<file path="config.mk">
export PLATFORM = sky130hd
export DESIGN_NAME = seq_event_stim
export DESIGN_NICKNAME = d
export VERILOG_FILES = /design/src/rtl/seq_event_pkg.sv /design/src/rtl/seq_event_stim.sv
export SDC_FILE = /design/constraint.sdc
export NUM_CORES = 1
export LEC_CHECK = 0
export BUFFER_PORTS_ARGS = -buffer_cell sky130_fd_sc_hd__buf_2
export CORE_MARGIN = 2
export CORE_UTILIZATION = 38
export CTS_BUF_LIST = sky130_fd_sc_hd__clkbuf_4 sky130_fd_sc_hd__clkbuf_8
export CTS_CLUSTER_SIZE = 30
export DETAILED_ROUTE_END_ITERATION = 8
export GPL_ROUTABILITY_DRIVEN = 0
export HOLD_SLACK_MARGIN = 0.1
export PLACE_DENSITY_LB_ADDON = 0.08
export SLEW_MARGIN = 10
export SYNTH_ARGS = -nofsm -noshare
export SYNTH_HDL_FRONTEND = slang
export SYNTH_SLANG_ARGS = --single-unit
export TNS_END_PERCENT = 10
</file>
<file path="constraint.sdc">
create_clock -name clk -period 3.7 [get_ports clk]
set_input_delay 0.185 -clock clk [delete_from_list [all_inputs] [get_ports clk]]
set_output_delay 0.185 -clock clk [all_outputs]
set_load 0.02 [all_outputs]
</file>
<file path="src/rtl/seq_event_pkg.sv">
// Shared types and default widths for the seq_event stimulus generator.
package seq_event_pkg;

    localparam int unsigned DEF_GAP_W = 4;
    localparam int unsigned DEF_CNT_W = 8;

    typedef enum logic [1:0] {
        GOOD   = 2'd0,
        DROP_B = 2'd1,
        DROP_C = 2'd2,
        LATE_C = 2'd3
    } mode_e;

    typedef enum logic [2:0] {
        S_IDLE = 3'd0,
        S_PA   = 3'd1,
        S_PB   = 3'd2,
        S_PC   = 3'd3,
        S_PC2  = 3'd4,
        S_GAP  = 3'd5,
        S_FIN  = 3'd6
    } state_e;

endpackage

</file>
<file path="src/rtl/seq_event_stim.sv">
// Burst generator of a ##1 b ##1 c sequences with optional fault injection,
// plus a free-running divide-by-2 clk2 for the downstream seq_event block.
module seq_event_stim
    import seq_event_pkg::*;
#(
    parameter int unsigned GAP_W = DEF_GAP_W,
    parameter int unsigned CNT_W = DEF_CNT_W
) (
    input  logic             clk,
    input  logic             rst,
    input  logic             start,
    input  logic             abort,
    input  logic [1:0]       mode,
    input  logic [GAP_W-1:0] gap,
    input  logic [CNT_W-1:0] count,
    output logic             a,
    output logic             b,
    output logic             c,
    output logic             clk2,
    output logic             busy,
    output logic             done,
    output logic [CNT_W-1:0] issued
);

    state_e           state_q, state_d;
    mode_e            mode_q;
    logic [GAP_W-1:0] gap_q;
    logic [GAP_W-1:0] gap_cnt;
    logic [CNT_W-1:0] count_q;

    logic             accept;
    logic             seq_end;
    logic [CNT_W-1:0] issued_inc;
    logic             a_d, b_d, c_d;

    // Next state and next stimulus; outputs are registered from the next state
    // so stimulus appears in the same cycle the state is entered.
    always_comb begin
        state_d    = state_q;
        accept     = 1'b0;
        seq_end    = 1'b0;
        issued_inc = (issued == '1) ? issued : issued + CNT_W'(1);

        case (state_q)
            S_IDLE: begin
                if (start && !abort) begin
                    accept  = 1'b1;
                    state_d = (count == '0) ? S_FIN : S_PA;
                end
            end
            S_PA:  state_d = S_PB;
            S_PB:  state_d = S_PC;
            S_PC: begin
                if (mode_q == LATE_C) begin
                    state_d = S_PC2;
                end else begin
                    seq_end = 1'b1;
                end
            end
            S_PC2: seq_end = 1'b1;
            S_GAP: begin
                if (gap_cnt == '0) begin
                    state_d = S_PA;
                end
            end
            S_FIN:   state_d = S_IDLE;
            default: state_d = S_IDLE;
        endcase

        if (seq_end) begin
            if (issued_inc == count_q) begin
                state_d = S_FIN;
            end else if (gap_q == '0) begin
                state_d = S_PA;
            end else begin
                state_d = S_GAP;
            end
        end

        // Abort wins over everything, including a sequence completing this cycle.
        if (abort) begin
            state_d = S_IDLE;
            seq_end = 1'b0;
        end

        a_d = (state_d == S_PA);
        b_d = (state_d == S_PB) && (mode_q != DROP_B);
        c_d = ((state_d == S_PC) && ((mode_q == GOOD) || (mode_q == DROP_B)))
            || (state_d == S_PC2);
    end

    // State, latched burst parameters, counters and registered outputs.
    always_ff @(posedge clk) begin
        if (rst) begin
            state_q <= S_IDLE;
            mode_q  <= GOOD;
            gap_q   <= '0;
            count_q <= '0;
            gap_cnt <= '0;
            issued  <= '0;
            a       <= 1'b0;
            b       <= 1'b0;
            c       <= 1'b0;
            busy    <= 1'b0;
            done    <= 1'b0;
            clk2    <= 1'b0;
        end else begin
            state_q <= state_d;
            a       <= a_d;
            b       <= b_d;
            c       <= c_d;
            busy    <= (state_d != S_IDLE);
            done    <= (state_d == S_FIN);
            clk2    <= ~clk2;

            if (accept) begin
                mode_q  <= mode_e'(mode);
                gap_q   <= gap;
                count_q <= count;
                issued  <= '0;
            end else if (seq_end) begin
                issued  <= issued_inc;
            end

            if (seq_end) begin
                gap_cnt <= gap_q - GAP_W'(1);
            end else if (state_q == S_GAP) begin
                gap_cnt <= gap_cnt - GAP_W'(1);
            end
        end
    end

endmodule

</file>
==> run metrics <==
outcome finished, final reports clean; grt met2 use 24.7%; Post-synth EDFFs 0; commonest cells after routing, fill and taps aside nand2_1 (42), dfxtp_1 (35), buf_2 (31); slew at the pin closest to its max-slew limit 1070 ps; Skew-Pair Late Insertion Delay 290 ps; WL/cell 13.4 um; relative slew slack 28.2%; remaining antenna violation count 0; DIE WIDTH 75.3 um; DR iter-0 viols 73; Reg-to-Reg End b; Buf/Inv on CP 0; DR vias/cell 5.13; worst-case hold path end point gap_q[1]; setup_tns 0 ps; CTS resizes 0; Most Crowded Layer GR met2; total wire length 4.46 mm; worst setup margin 1080 ps; Seq cells post-synth 35; Async SR Flop Fraction 0%; Global Route Usage Sum 16.9%; Cell variety after synth 51; Critical R2R Launch issued[1]; Detail Placement HPWL 3.22 mm; Initial Utilization 40.1%; met1 Usage GRT 23.7%; port bufs 31; total CTS buffers 5; CP required 3910 ps; Syn Area/Cell 8.05 um^2; clock-pin slew on the worst setup and hold paths 80 ps; Crit. End Element flop; core area 4820 um^2; Seq/Total Area, Yosys 36.3%; setup bufs post-CTS 0; fin crit share 70.9%; Main synth FF type dfxtp_1; Worst R2R Setup Slack 1080 ps; row cnt 25; Top delay family on crit path simple AND/OR/NAND/NOR gates; CTS tree yes; vias in the first global route 1,532; commonest non-fill, non-tap cell in the layout nand2_1; hold buffer count at CTS 0; DRC Markers 0; CTS Sinks 35; ANT cells 0; number of max-cap violations 0; worst slack, placed 1130 ps; largest net degree at the start of global routing 25; critical path type reg -> reg; io pins 32; slowest stage delay, CP 510 ps; Chip Height 75.3 um; Layout Nets 285; slowest CP cell dfxtp_1; crit-path cells ha_1 -> and3_4 -> o2111ai_1 -> and3_1 -> nor4_4 -> a41oi_2 -> or3_4 -> a221oi_2; Max Clock Skew 4.41 ps; Gate Count Post-Synth 240; crit path max fanout 12; depth of the CTS H-tree 2; routing usage on met3 4.37%; mapped cell area 1930 um^2; reg2reg path depth 8; RSZ-0062 raised after global routing no; max-slew violations 0; min-delay src gap[1]; Final Hold Viols 0; top achievable clock speed 381 MHz; maximum vdd ir drop 0.212 mV; initial antenna violation count 0; fillers 529; syn nets 260; CTS root buf clkbuf_8; hold depth 3; Power Dens Cells 369 nW/um^2; die area 5670 um^2; minimum clock period after layout 2620 ps; Syn. warnings 0; Area Growth Syn to Fin 14.4%; vias post-DR 1,708; final setup fails 0; clk buf depth 2; DR pass1 iterations 4; HP Class in -> reg; Lkg Pwr 0.853 nW; global-route wire length before repair 7.29 mm; Worst Path Arrival 2830 ps; GRT Residual Overflow 0; layout cells sized above 1 20.7%; critical path launch point type flop
## power by group
group          internal, mW  switching [mW]
clock                 0.201           0.146
combinational        0.0301          0.0413
sequential            0.387          0.0107
total                 0.618           0.198
## cell usage after synthesis (all sizes together), types with 6 or more instances
library cell	n	area share (%)
nand3	10	2.6
dfxtp	35	36
nor2	21	4.1
a21oi	22	5.7
xnor2	7	3.2
a211oi	6	2.3
nand2	42	8.2
clkbuf	10	1.9
inv	6	1.2
and3	6	2.2
o21ai	6	1.6
buf	6	3.0
## kinds of logic after synthesis
family / count (synthesis) / synth area share [%]
multiplexers: 6 / 3.17
AND/OR/NAND/NOR: 108 / 28.3
adder cells (fa/ha/maj): 2 / 1.30
XOR/XNOR: 12 / 5.44
flip-flops: 35 / 36.3
buffers and inverters: 22 / 6.09
AO/OA/AOI/OAI: 55 / 19.4
## flip-flops by register name (all words and copies together) (netlist names), 2 cells and up
name	flops
count_q	8
gap_cnt	4
gap_q	4
issued	8
mode_q	2
state_q	3
## layer usage
layer	vias up	wire [um]
li1	898	-
met1	764	2220
met2	37	1960
met3	9	203
met4	0	71
met5	-	0
## how the worst max path moves through the flow
stage                         start  endpoint  slack [ps]  cells past startpoint
after floorplan           issued[0]         b        1190                      9
after global placement    issued[0]         b        1190                      8
after detailed placement  issued[0]         b        1130                      8
after CTS                 issued[1]         b        1090                      8
after global routing      issued[1]         b         880                      8
final                     issued[1]         b        1080                      8
## through the flow
| step | total power [mW] | instance area (um^2) | utilization, % | cells | hold WS [ps] |
|---|---|---|---|---|---|
| 2_1_floorplan | 0.452 | 1930 | - | 240 | 263 |
| 3_3_place_gp | 0.479 | 2100 | 43.6 | 325 | 401 |
| 3_5_place_dp | 0.478 | 2100 | 43.6 | 325 | 404 |
| 4_1_cts | 0.826 | 2210 | 45.9 | 333 | 121 |
| 5_1_grt | 0.849 | 2210 | 45.9 | 333 | 128 |
| 6_report | 0.815 | 2210 | 45.9 | 333 | 129 |
## worst min-delay path: stages
cell and delay (ps):
buf_2 90, nand2_1 50, a21oi_1 50
## layout make-up
type | instances | area, um^2 | area share (%)
Multi-Input combinational cell | 183 | 1110 | 50.4
Sequential cell | 35 | 701 | 31.7
Timing Repair Buffer | 34 | 178 | 8.04
Tap cell | 67 | 83.8 | 3.79
Clock buffer | 5 | 68.8 | 3.11
Clock inverter | 3 | 43.8 | 1.98
Inverter | 6 | 22.5 | 1.02
Power figures use the tool's default switching activity.
